<file path="src/rtl/throw_pkg.sv">
// Shared types and constants for the projectile sequencer and its helpers.
package throw_pkg;

    localparam int SUBPIX_BITS = 4;
    localparam int VY_MIN      = -1024;

    typedef enum logic [1:0] {IDLE, ARM, FLIGHT, LANDED} throw_state_t;

endpackage

</file>
<file path="src/rtl/frame_tick.sv">
// Rising-edge detector on vertical blank: one tick per video frame.
module frame_tick (
    input  logic clk,
    input  logic rst,
    input  logic vblnk,
    output logic tick
);

    logic vblnk_q;

    always_ff @(posedge clk) begin
        if (rst) vblnk_q <= 1'b0;
        else     vblnk_q <= vblnk;
    end

    assign tick = vblnk & ~vblnk_q;

endmodule

</file>
<file path="src/rtl/throw_ctl.sv">
// Frame-synchronous ballistic sequencer: launch, per-frame gravity update,
// ground/edge detection, hold on the ground, then park off-screen.
module throw_ctl
    import throw_pkg::*;
#(
    parameter int GRAVITY     = 4,
    parameter int GROUND_Y    = 100,
    parameter int X_LIMIT     = 830,
    parameter int HOLD_FRAMES = 30,
    parameter int PARK_X      = 0,
    parameter int PARK_Y      = 0
) (
    input  logic        clk,
    input  logic        rst,
    input  logic        vblnk,
    input  logic        fire,
    input  logic [11:0] x0,
    input  logic [11:0] y0,
    input  logic [7:0]  vx_init,
    input  logic [7:0]  vy_init,
    output logic [11:0] x_pos,
    output logic [11:0] y_pos,
    output logic        busy,
    output logic        landed,
    output logic        lost,
    output logic [11:0] impact_x
);

    localparam int HOLD_W = $clog2(HOLD_FRAMES + 1);
    localparam logic [HOLD_W-1:0] HOLD_LAST  = HOLD_W'(HOLD_FRAMES - 1);
    localparam logic signed [16:0] GROUND_SUB = 17'(GROUND_Y << SUBPIX_BITS);
    localparam logic [11:0] X_LIM  = 12'(X_LIMIT);
    localparam logic [11:0] PARK_XV = 12'(PARK_X);
    localparam logic [11:0] PARK_YV = 12'(PARK_Y);

    function automatic logic signed [10:0] sat_vy(input logic signed [11:0] v);
        if (v < VY_MIN) return 11'(VY_MIN);
        return v[10:0];
    endfunction

    throw_state_t state, state_nxt;
    logic [15:0] x_acc, y_acc, x_acc_nxt, y_acc_nxt;
    logic [7:0] vx, vx_nxt;
    logic signed [10:0] vy, vy_nxt;
    logic signed [11:0] vy_dec;
    logic [HOLD_W-1:0] hold_cnt, hold_nxt;
    logic [11:0] impact_nxt, x_pos_nxt, y_pos_nxt;
    logic landed_nxt, lost_nxt;
    logic [15:0] x_n;
    logic signed [16:0] y_n;
    logic tick;

    frame_tick u_frame_tick (
        .clk   (clk),
        .rst   (rst),
        .vblnk (vblnk),
        .tick  (tick)
    );

    // Candidate next position; the horizontal step is always non-negative.
    assign x_n    = x_acc + 16'(vx);
    assign y_n    = $signed({1'b0, y_acc}) + 17'(vy);
    assign vy_dec = 12'(vy) - 12'(GRAVITY);

    always_comb begin
        state_nxt  = state;
        x_acc_nxt  = x_acc;
        y_acc_nxt  = y_acc;
        vx_nxt     = vx;
        vy_nxt     = vy;
        hold_nxt   = hold_cnt;
        impact_nxt = impact_x;
        landed_nxt = 1'b0;
        lost_nxt   = 1'b0;
        case (state)
            IDLE: begin
                if (fire) begin
                    x_acc_nxt = {x0, 4'b0000};
                    y_acc_nxt = {y0, 4'b0000};
                    vx_nxt    = vx_init;
                    vy_nxt    = {3'b000, vy_init};
                    state_nxt = ARM;
                end
            end
            ARM: begin
                if (tick) state_nxt = FLIGHT;
            end
            FLIGHT: begin
                if (tick) begin
                    vy_nxt = sat_vy(vy_dec);
                    // Ground check first so a simultaneous edge exit still lands.
                    if (y_n < GROUND_SUB) begin
                        y_acc_nxt  = GROUND_SUB[15:0];
                        x_acc_nxt  = x_n;
                        impact_nxt = x_n[15:4];
                        landed_nxt = 1'b1;
                        hold_nxt   = '0;
                        state_nxt  = LANDED;
                    end else if (x_n[15:4] >= X_LIM) begin
                        lost_nxt  = 1'b1;
                        state_nxt = IDLE;
                    end else begin
                        x_acc_nxt = x_n;
                        y_acc_nxt = y_n[15:0];
                    end
                end
            end
            LANDED: begin
                if (tick) begin
                    if (hold_cnt == HOLD_LAST) state_nxt = IDLE;
                    else                       hold_nxt  = HOLD_W'(hold_cnt + 1'b1);
                end
            end
            default: state_nxt = IDLE;
        endcase

        if (state_nxt == IDLE) begin
            x_pos_nxt = PARK_XV;
            y_pos_nxt = PARK_YV;
        end else begin
            x_pos_nxt = x_acc_nxt[15:4];
            y_pos_nxt = y_acc_nxt[15:4];
        end
    end

    always_ff @(posedge clk) begin
        if (rst) begin
            state    <= IDLE;
            x_acc    <= '0;
            y_acc    <= '0;
            vx       <= '0;
            vy       <= '0;
            hold_cnt <= '0;
            impact_x <= '0;
            x_pos    <= PARK_XV;
            y_pos    <= PARK_YV;
            busy     <= 1'b0;
            landed   <= 1'b0;
            lost     <= 1'b0;
        end else begin
            state    <= state_nxt;
            x_acc    <= x_acc_nxt;
            y_acc    <= y_acc_nxt;
            vx       <= vx_nxt;
            vy       <= vy_nxt;
            hold_cnt <= hold_nxt;
            impact_x <= impact_nxt;
            x_pos    <= x_pos_nxt;
            y_pos    <= y_pos_nxt;
            busy     <= (state_nxt != IDLE);
            landed   <= landed_nxt;
            lost     <= lost_nxt;
        end
    end

endmodule

</file>
<file path="config.mk">
export PLATFORM = sky130hd
export DESIGN_NAME = throw_ctl
export DESIGN_NICKNAME = d
export VERILOG_FILES = /design/src/rtl/throw_pkg.sv /design/src/rtl/frame_tick.sv /design/src/rtl/throw_ctl.sv
export SDC_FILE = /design/constraint.sdc
export NUM_CORES = 1
export LEC_CHECK = 0
export CAP_MARGIN = 0
export CORE_ASPECT_RATIO = 1.5
export CORE_MARGIN = 2
export CORE_UTILIZATION = 55
export DETAILED_ROUTE_END_ITERATION = 10
export MAX_ROUTING_LAYER = met4
export PLACE_DENSITY = 0.81
export SLEW_MARGIN = 20
export SYNTH_ARGS = -nofsm -noshare
export SYNTH_HDL_FRONTEND = slang
export SYNTH_HIERARCHICAL = 1
export SYNTH_SLANG_ARGS = --single-unit
</file>
<file path="constraint.sdc">
create_clock -name clk -period 5.2 [get_ports clk]
set_input_delay 1.04 -clock clk [delete_from_list [all_inputs] [get_ports clk]]
set_output_delay 1.04 -clock clk [all_outputs]
set_load 0.05 [all_outputs]
</file>
==> results of run 1 <==
cell usage after synthesis, types with 3 or more instances:
cell       count
a2111oi_0      3
nand3_1        7
a22oi_1        7
nand2_1       68
mux2i_1        9
nor2b_1       13
and3_1         9
and3b_1        3
o31a_1         3
a31oi_1        9
a311oi_1       3
a221o_1        5
o21ai_0       31
a211oi_1      16
xnor2_1       21
mux2_2         4
nor2_1        89
and2_1        12
nand2b_1      10
o2111ai_1      3
o21a_1         3
dfxtp_1       98
xor2_1         9
inv_1         18
a21oi_1       58
nor2_2         3
a21o_1        13
or3_1          3
nor3b_1        3
o22ai_1        4
nor4_1         3
o31ai_1        3
nor3_1        15
a222oi_1       7
ha_1          27
clkbuf_1      25
buf_2          8
o211ai_1       8
registers in the layout, summed over array words and instances, names as in the netlist:
signal	count
u_frame_tick/vblnk_q	1
busy	1
vx	8
x_acc	16
x_pos	12
lost	1
vy	11
landed	1
hold_cnt	5
impact_x	12
state	2
y_acc	16
y_pos	12
power groups by stage:
stage               clock, mW  sequential, mW  combinational (mW)
floorplan                   0           0.970               0.438
global placement            0           0.905               0.726
detailed placement          0           0.905               0.738
CTS                     0.665           0.889               0.742
global route            0.691           0.897               0.808
finish                  0.661           0.891               0.750
worst max-delay path by stage:
stage / start / to / slack [ns] / cells past startpoint
4_1_cts: x_acc[4] / y_pos[4] / 0.87 / 13
3_3_place_gp: x_acc[4] / y_pos[4] / 0.98 / 13
3_5_place_dp: x_acc[4] / y_pos[4] / 0.90 / 13
5_1_grt: vy[2] / x_pos[6] / 0.52 / 13
6_report: x_acc[4] / y_pos[4] / 0.84 / 13
2_1_floorplan: x_acc[4] / y_pos[1] / 1.80 / 13
per-layer routing:
layer,up-vias,routed length (um),share of wire (%),track usage (%)
met5,-,0,0,-
met4,0,996,5.7,19.49
met3,62,758,4.4,3.735
met2,207,9129,52,57.24
met1,2605,6529,37,34.19
li1,2613,-,-,-
stage by stage:
stage | utilization, % | hold WS [ns] | std cells
after global routing | 67.75 | 0.4776 | 875
final | 67.75 | 0.4648 | 875
after CTS | 67.70 | 0.4653 | 875
after floorplan | - | 0.4362 | 687
after global placement | 64.84 | 0.4446 | 859
after detailed placement | 64.84 | 0.4562 | 859
final cells by class:
type / count / area [um^2] / share of cell area (%)
multi-input combinational: 535 / 3468 / 50.80
timing repair buffer: 91 / 895.9 / 13.12
tap: 117 / 146.4 / 2.144
clock buffer: 11 / 232.7 / 3.408
inverter: 18 / 67.56 / 0.9896
sequential: 98 / 1962 / 28.73
clock inverter: 5 / 55.05 / 0.8063
worst min-delay path, stage by stage (launching register included):
cell and delay [ns]:
dfxtp_1 0.31, nand2_1 0.05, a21oi_1 0.05
cell families after synthesis:
group                      count (synthesis)
buffers and inverters                     54
and+or+nand+nor                          252
muxes                                     14
xor gates and xnor gates                  31
DFF                                       98
adders and majority gates                 29
AOI/OAI and AO/OA                        209
cell usage in the layout (no fill, tap or decap), drive strengths merged, types with 13 or more instances in the layout:
cell type / count
a211oi: 16
a21o: 13
a21oi: 60
and2: 13
clkdlybuf4s50: 81
dfxtp: 98
ha: 27
inv: 18
nand2: 68
nor2: 92
nor2b: 15
nor3: 15
o21ai: 36
xnor2: 21
==> flow_summary_export.csv, run 1 <==
group,metric,value,unit
status,status,"complete, no violations",
synthesis,synth-simple-area-share,21.20,%
clocking,post_cts_buffers,0,
sta,tns,0,ns
sta,period_needed,4.357,ns
power,p_leak,2.681,nW
power,netSwitchingFraction,36.11,%
critical_path,path_max_fanout,14,
global_routing,grt_max_degree,71,
power,clock_power_share,28.7,%
placed_design,place_hpwl,12.99,mm
power,pwr-share-comb,32.6,%
floorplanning,die_width,86.78,um
placed_design,post-place-ws,0.9045,ns
clocking,cts_max_level,3,
route,firstDrtPassIters,5,
finish,final_nets,826,
synthesis,synth_top_cell_area_share,34.71,%
power,irDropWorstVdd,0.2008,mV
global_routing,grt_pass1_wl,27.01,mm
synthesis,synth_top_area_cell,"dfxtp_1",
clocking,clk_path_buf_depth,2,
clocking,clk_pin_slew,0.07,ns
route,vias,5487,
critical_path,critPathRequiredTime,5.41,ns
synthesis,synth_nets,760,
finish,n_fill_cell,868,
synthesis,synthMuxAreaShare,2.590,%
power,p_int,1.470,mW
sta,slew_violations,0,
clocking,clkLatencyLatePin,0.34,ns
power,power,2.301,mW
synthesis,synthFlopType,"dfxtp_1",
min_path,holdCritStartpoint,"vx[4]",
synthesis,ys_seq_elements,98,
synthesis,synth.distinct_cells,76,
sta,fin_crit_sh,83.79,%
critical_path,critPathTopFamily,"compound AO/OA/AOI/OAI gates",
power,cellPowerDensity,337.0,nW/um^2
critical_path,r2r-start,"x_acc[4]",
critical_path,path_cells,"ha_1, and2_1, a221o_1, o2111ai_1, and2_2, mux2_2, a21oi_1, o32ai_4, a21oi_2, o2111a_2, or2_1, buf_12, nor2_1",
synthesis,synthCells,687,
route,drt_iter0_drc,370,
sta,fmax,0.2295,GHz
critical_path,crit_path_start_kind,"flop",
global_routing,grt-ovfl-total,0,
route,drc,0,
floorplanning,die_h,128.2,um
critical_path,path_buf_inv,1,
synthesis,async_reset_ff_share,0,%
sta,setup_viol,0,
power,p_seq_share,38.7,%
floorplanning,start_util,56.09,%
finish,area_growth,20.78,%
sta,tightest_slew,0.9562,ns
synthesis,synth_top_family_by_area,"compound AO/OA/AOI/OAI gates",
finish,stdcell_area,6828,um^2
synthesis,synth_edf_count,0,
clocking,cts_inserted_buffers,9,
min_path,hold_class,"flop to flop",
power,switching_power,0.8310,mW
global_routing,grt_pass1_vias,5358,
critical_path,end_kind,"flop",
critical_path,cpPeakStageDelay,0.53,ns
min_path,min_to,"vx[4]",
synthesis,synth_area_per_cell,8.228,um^2
floorplanning,io_pins,83,
clocking,tritoncts,"built",
placed_design,port_buffers,82,
critical_path,crit_path_top_delay_cell,"a21oi_2",
clocking,cts_sinks,98,
synthesis,synth-compound-area-share,25.85,%
global_routing,gr-usage-all-layers,32.51,%
floorplanning,core,10080,um^2
global_routing,antenna_found_initial,0,
synthesis,synth_xor_area_share,4.936,%
finish,diodes,0,
sta,setup_ws,0.8429,ns
sta,slew_headroom,36.17,%
critical_path,criticalPathCategory,"flop to flop",
floorplanning,die_area,11120,um^2
sta,skew,0.003661,ns
floorplanning,num_rows,45,
synthesis,yosys_warnings,6,
synthesis,yosysSeqAreaShare,34.71,%
placed_design,place_congestion,0.9341,
finish,drive_gt1_share,6.464,%
sta,hold_viol,0,
critical_path,r2r-end,"y_pos[4]",
min_path,whs_path_depth,2,
critical_path,critical_path_arrival,4.57,ns
clocking,cts_resized,0,
route,routedWlPerCell,19.90,um
flow_run,drv_cap,0,
critical_path,ff2ff_setup_slack,0.84,ns
sta,rsz0062_at_grt,"no",
clocking,hold_buffers,0,
route,avgViaCountPerCell,6.271,
placed_design,place_area,6535,um^2
synthesis,netlist_area,5653,um^2
route,routed_wl,17.41,mm
route,drtAntennaViolNets,0,
synthesis,ys_top_cells_by_area,"dfxtp_1 35%, ha_1 6.0%, nor2_1 5.9%",
critical_path,rr_worst_depth,13,
clocking,cts_root_buffer,"clkbuf_16",
synthesis,synth_fa_ha_area_share,6.684,%
(Power assumes the default switching activity.)
==> run 2, diff against run 1 <==
Clock period 5.2 ns to 4.3 ns, I/O delays scaled along.
==> run 2 against run 1 <==
Effect of this change:
- global-route usage is 0.49 points higher
- combinational power rose by 23%
- worst hold slack got worse by 0.0033 ns
- worst setup slack worse by 0.63 ns
- sequential share of layout area decreased by 0.34 points
- final cell count increased by 0.91%
- die area unchanged
- critical path depth increased by 2
- critical endpoint is now y_pos[6]
- largest cell class unchanged
==> flow_summary_export.csv, run 2 (synthesized netlist as in run 1, its figures left out) <==
group,metric,value,unit
clocking,cts_root_buffer,"clkbuf_16",
finish,regArea,1962,um^2
floorplanning,die_h,128.2,um
critical_path,cpPeakStageDelay,0.43,ns
critical_path,path_cells,"ha_1, inv_1, fa_1, nand2b_1, a21oi_1, nor2_1, xnor2_1, nand2_1, nor4_2, o32ai_4, a21oi_4, o2111a_2, or2_1, buf_4, nor2_1",
finish,final_nets,834,
global_routing,grt-ovfl-total,0,
critical_path,path_max_fanout,14,
finish,stdcell_count,883,
floorplanning,die_width,86.78,um
sta,hold_viol,0,
finish,n_fill_cell,856,
critical_path,critPathRequiredTime,4.53,ns
clocking,cts_inserted_buffers,9,
route,routedWlPerCell,19.90,um
critical_path,r2r-start,"x_acc[0]",
global_routing,grt_pass1_vias,5508,
power,power,2.853,mW
placed_design,port_buffers,82,
critical_path,end_kind,"flop",
route,routed_wl,17.57,mm
global_routing,grt_pass1_wl,27.72,mm
clocking,clk_path_buf_depth,2,
placed_design,post-place-cells,867,
sta,slew_violations,0,
floorplanning,die_area,11120,um^2
sta,tightest_slew,0.8117,ns
global_routing,gr-usage-all-layers,32.99,%
sta,slew_headroom,45.88,%
route,avgViaCountPerCell,6.233,
clocking,cts_max_level,3,
sta,tns,0,ns
sta,skew,0.01022,ns
placed_design,place_area,6583,um^2
power,cellPowerDensity,412.9,nW/um^2
clocking,tritoncts,"built",
critical_path,critical_path_arrival,4.31,ns
route,drc,0,
status,status,"complete, no violations",
clocking,clk_pin_slew,0.07,ns
sta,fmax,0.2447,GHz
clocking,cts_sinks,98,
critical_path,crit_path_start_kind,"flop",
finish,final_cell_mix,"98 x dfxtp_1, 89 x nor2_1, 81 x clkdlybuf4s50_1",
critical_path,cp_common_cell,"nor2_1",
finish,biggestRegsByFlops,"x_acc x16, y_acc x16",
floorplanning,io_pins,83,
finish,drive_gt1_share,7.702,%
finish,area_growth,22.22,%
global_routing,grt_max_degree,50,
sta,fin_crit_sh,95.04,%
floorplanning,num_rows,45,
route,firstDrtPassIters,5,
global_routing,antenna_found_initial,0,
flow_run,drv_cap,0,
placed_design,place_congestion,0.9265,
placed_design,place_hpwl,13.17,mm
power,p_leak,2.735,nW
route,vias,5504,
clocking,post_cts_buffers,0,
finish,diodes,0,
floorplanning,start_util,56.09,%
route,drt_iter0_drc,404,
min_path,holdCritStartpoint,"vx[4]",
sta,period_needed,4.087,ns
power,irDropWorstVdd,0.2616,mV
sta,setup_viol,0,
route,drtAntennaViolNets,0,
finish,mostFrequentLayoutCell,"dfxtp_1",
clocking,clkLatencyLatePin,0.35,ns
sta,rsz0062_at_grt,"no",
floorplanning,core,10080,um^2
finish,multi_input_area,3476,um^2
critical_path,crit_start,"x_acc[0]",
critical_path,crit_path_top_delay_cell,"a21oi_4",
critical_path,criticalPathCategory,"flop to flop",
finish,stdcell_area,6909,um^2
min_path,hold_class,"flop to flop",
## run 2: cell types whose count changed in the layout (fill, tap and decap cells not counted), moves of 2 or more
cell | before | now
buf_4 | 8 | 17
clkbuf_1 | 2 | 0
clkbuf_8 | 0 | 2
clkinv_4 | 0 | 2
clkinvlp_4 | 2 | 0
## run 2: layout make-up
| class | instances | area share, % |
|---|---|---|
| clock buffer | 11 | 3.658 |
| clock inverter | 5 | 0.8874 |
| inverter | 18 | 0.9779 |
| multi-input combinational | 535 | 50.31 |
| sequential | 98 | 28.40 |
| tap | 117 | 2.119 |
| timing repair buffer | 99 | 13.65 |
## run 2: final timing paths
| path | end | cells past startpoint | slack, ns |
|---|---|---|---|
| max | y_pos[6] | 15 | 0.21 |
| min | vx[4] | 2 | 0.46 |
| max reg2reg | y_pos[6] | 15 | 0.21 |
| min reg2reg | vx[4] | 2 | 0.46 |
## run 2: worst max-delay path, delay by kind of cell (launching register included)
| kind | cells | cell delay (ns) |
|---|---|---|
| AO/OA/AOI/OAI | 4 | 1.21 |
| XOR/XNOR | 1 | 0.38 |
| adder cells (fa/ha/maj) | 2 | 0.56 |
| buffers and inverters | 2 | 0.32 |
| flip-flops | 1 | 0.35 |
| AND/OR/NAND/NOR | 6 | 1.13 |
## run 2: power breakdown
group | switching, mW | total [mW] | internal [mW]
logic | 0.584 | 0.926 | 0.342
clock network | 0.370 | 0.856 | 0.487
registers | 0.0773 | 1.07 | 0.993
## run 2: through the flow
step	utilization [%]	hold slack, ns	worst slack [ns]
after floorplan	-	0.4362	0.9038
after detailed placement	65.31	0.4530	0.1955
after CTS	68.43	0.4641	0.09108
final	68.55	0.4615	0.2133
after global routing	68.55	0.4836	0.01180
after global placement	65.31	0.4433	0.2051
## run 2: per-layer routing
| metal | GRT usage (%) | wire [um] |
|---|---|---|
| met2 | 58.51 | 9240 |
| met3 | 4.379 | 766 |
| met1 | 34.46 | 6646 |
| met5 | - | 0 |
| met4 | 18.66 | 918 |
## run 2: what timing repair did
action / in CTS / in global routing
resized for setup: 0 / 2
endpoints found under the setup margin: 0 / 20
hold buffers: 0 / 0
==> run 3, diff against run 2 <==
Clock period 4.3 ns to 4.9 ns, I/O delays scaled along.
==> run 3 against run 2 <==
Effect of this change:
- non-clock buffer count decreased by 5
- design area decreased by 0.72%
- register-to-register slack better by 0.36 ns
- wire length is 3.2% lower
- worst setup slack better by 0.36 ns
- global-route usage down 1.4 points
- clock-buffer cell count down 1
- utilization down 0.50 points
- largest cell class unchanged
==> flow_summary_export.csv, run 3 (synthesized netlist as in run 1, its figures left out) <==
group,metric,value,unit
status,status,"complete, no violations",
route,drc,0,
critical_path,critical_path_arrival,4.55,ns
power,switching_power,0.9005,mW
floorplanning,die_area,11120,um^2
clocking,clkLatencyLatePin,0.35,ns
flow_run,drv_cap,0,
sta,tightest_slew,0.8170,ns
sta,fmax,0.2309,GHz
floorplanning,num_rows,45,
route,firstDrtPassIters,5,
floorplanning,core,10080,um^2
clocking,cts_root_buffer,"clkbuf_16",
finish,final_nets,829,
global_routing,grt_pass1_vias,5458,
sta,hold_viol,0,
sta,slew_violations,0,
critical_path,critPathRequiredTime,5.12,ns
finish,diodes,0,
power,cellPowerDensity,361.7,nW/um^2
clocking,cts_resized,0,
min_path,holdCritStartpoint,"impact_x[3]",
critical_path,path_max_fanout,14,
sta,setup_viol,0,
min_path,hold_class,"flop to flop",
sta,rsz0062_at_grt,"no",
critical_path,rr_worst_depth,12,
route,drt_iter0_drc,374,
global_routing,busiest_layer,"met2",
placed_design,place_congestion,0.9950,
global_routing,antenna_found_initial,0,
critical_path,criticalPathCategory,"flop to flop",
global_routing,use_met1,32.72,%
power,p_seq_share,37.6,%
floorplanning,start_util,56.09,%
clocking,hold_buffers,0,
global_routing,gr-usage-all-layers,31.64,%
route,drtAntennaViolNets,0,
critical_path,end_kind,"flop",
placed_design,place_area,6550,um^2
placed_design,place_hpwl,12.85,mm
clocking,clk_path_buf_depth,2,
floorplanning,die_width,86.78,um
power,irDropWorstVdd,0.2050,mV
finish,mostFrequentLayoutCell,"dfxtp_1",
global_routing,grtUsageMet2,56.24,%
global_routing,grt_pass1_wl,26.57,mm
finish,final_cell_mix,"98 x dfxtp_1, 89 x nor2_1, 81 x clkdlybuf4s50_1",
floorplanning,io_pins,83,
power,netSwitchingFraction,36.30,%
finish,drive_gt1_share,7.096,%
sta,skew,0.008929,ns
global_routing,grt-ovfl-total,0,
sta,fin_crit_sh,88.40,%
sta,tns,0,ns
route,routed_wl,17.00,mm
finish,biggestRegsByFlops,"x_acc x16, y_acc x16",
critical_path,cp-endpoint,"x_pos[1]",
power,p_int,1.580,mW
clocking,post_cts_buffers,0,
critical_path,ff2ff_setup_slack,0.57,ns
critical_path,crit_path_start_kind,"flop",
placed_design,port_buffers,82,
critical_path,r2r-end,"x_pos[1]",
route,vias,5580,
critical_path,crit_start,"vy[10]",
finish,area_growth,21.34,%
power,clock_power_share,30.0,%
finish,stdcell_area,6859,um^2
clocking,cts_inserted_buffers,9,
clocking,clk_pin_slew,0.07,ns
clocking,cts_max_level,3,
power,pwr-share-comb,32.4,%
finish,n_fill_cell,839,
critical_path,r2r-start,"vy[10]",
route,routedWlPerCell,19.36,um
global_routing,grt_max_degree,44,
clocking,cts_sinks,98,
floorplanning,die_h,128.2,um
sta,period_needed,4.332,ns
clocking,tritoncts,"built",
power,p_leak,2.709,nW
sta,slew_headroom,45.33,%
route,avgViaCountPerCell,6.355,
global_routing,grt_use_met3,3.992,%
power,power,2.481,mW
run 3: per-layer routing:
layer | part of all wire, % | up-vias | wire (um)
met3 | 4.7 | 71 | 804
met4 | 6.1 | 0 | 1036
met1 | 36 | 2647 | 6198
met2 | 53 | 234 | 8961
met5 | 0 | - | 0
li1 | - | 2628 | -
run 3: worst min-delay path by stage:
| stage | cells past startpoint | slack (ns) | end |
|---|---|---|---|
| floorplan | 2 | 0.44 | y_acc[2] |
| global placement | 2 | 0.44 | y_acc[2] |
| detailed placement | 2 | 0.45 | impact_x[3] |
| CTS | 2 | 0.46 | impact_x[3] |
| global route | 2 | 0.50 | y_acc[2] |
| finish | 2 | 0.46 | impact_x[3] |
run 3: final cells by class:
cell class              instances  area (um^2)  area share, %
multi-input cells             535         3468          50.57
repair buffers                 94        905.9          13.21
flip-flops and latches         98         1962          28.60
inverters                      18        67.56         0.9850
well taps                     117        146.4          2.134
clock buffers                  10        239.0          3.484
clock inverters                 6        70.07          1.022
run 3: worst max-delay path, cell delays in order, from the launching register on:
cell and delay (ns):
dfxtp_1 0.66, ha_1 0.42, a21o_1 0.29, a221o_1 0.37
a211oi_1 0.43, nor3_1 0.15, o211ai_1 0.15, o21ai_2 0.15
a21oi_2 0.48, o2111a_2 0.36, or2_1 0.39, buf_4 0.29
a31oi_1 0.06
run 3: power by group through the flow:
stage               combinational, mW  clock, mW  sequential, mW
detailed placement              0.792          0           0.950
CTS                             0.796      0.748           0.932
global placement                0.777          0           0.947
global route                    0.863      0.782           0.941
finish                          0.804      0.743           0.934
floorplan                       0.464          0            1.03
run 3: through the flow:
step / cells / setup slack, ns / util [%] / hold WS (ns)
finish: 878 / 0.5685 / 68.06 / 0.4588
global route: 878 / 0.3616 / 68.06 / 0.4965
CTS: 878 / 0.6126 / 68.06 / 0.4624
detailed placement: 862 / 0.6163 / 64.99 / 0.4525
global placement: 862 / 0.6878 / 64.94 / 0.4445
floorplan: 687 / 1.504 / - / 0.4362
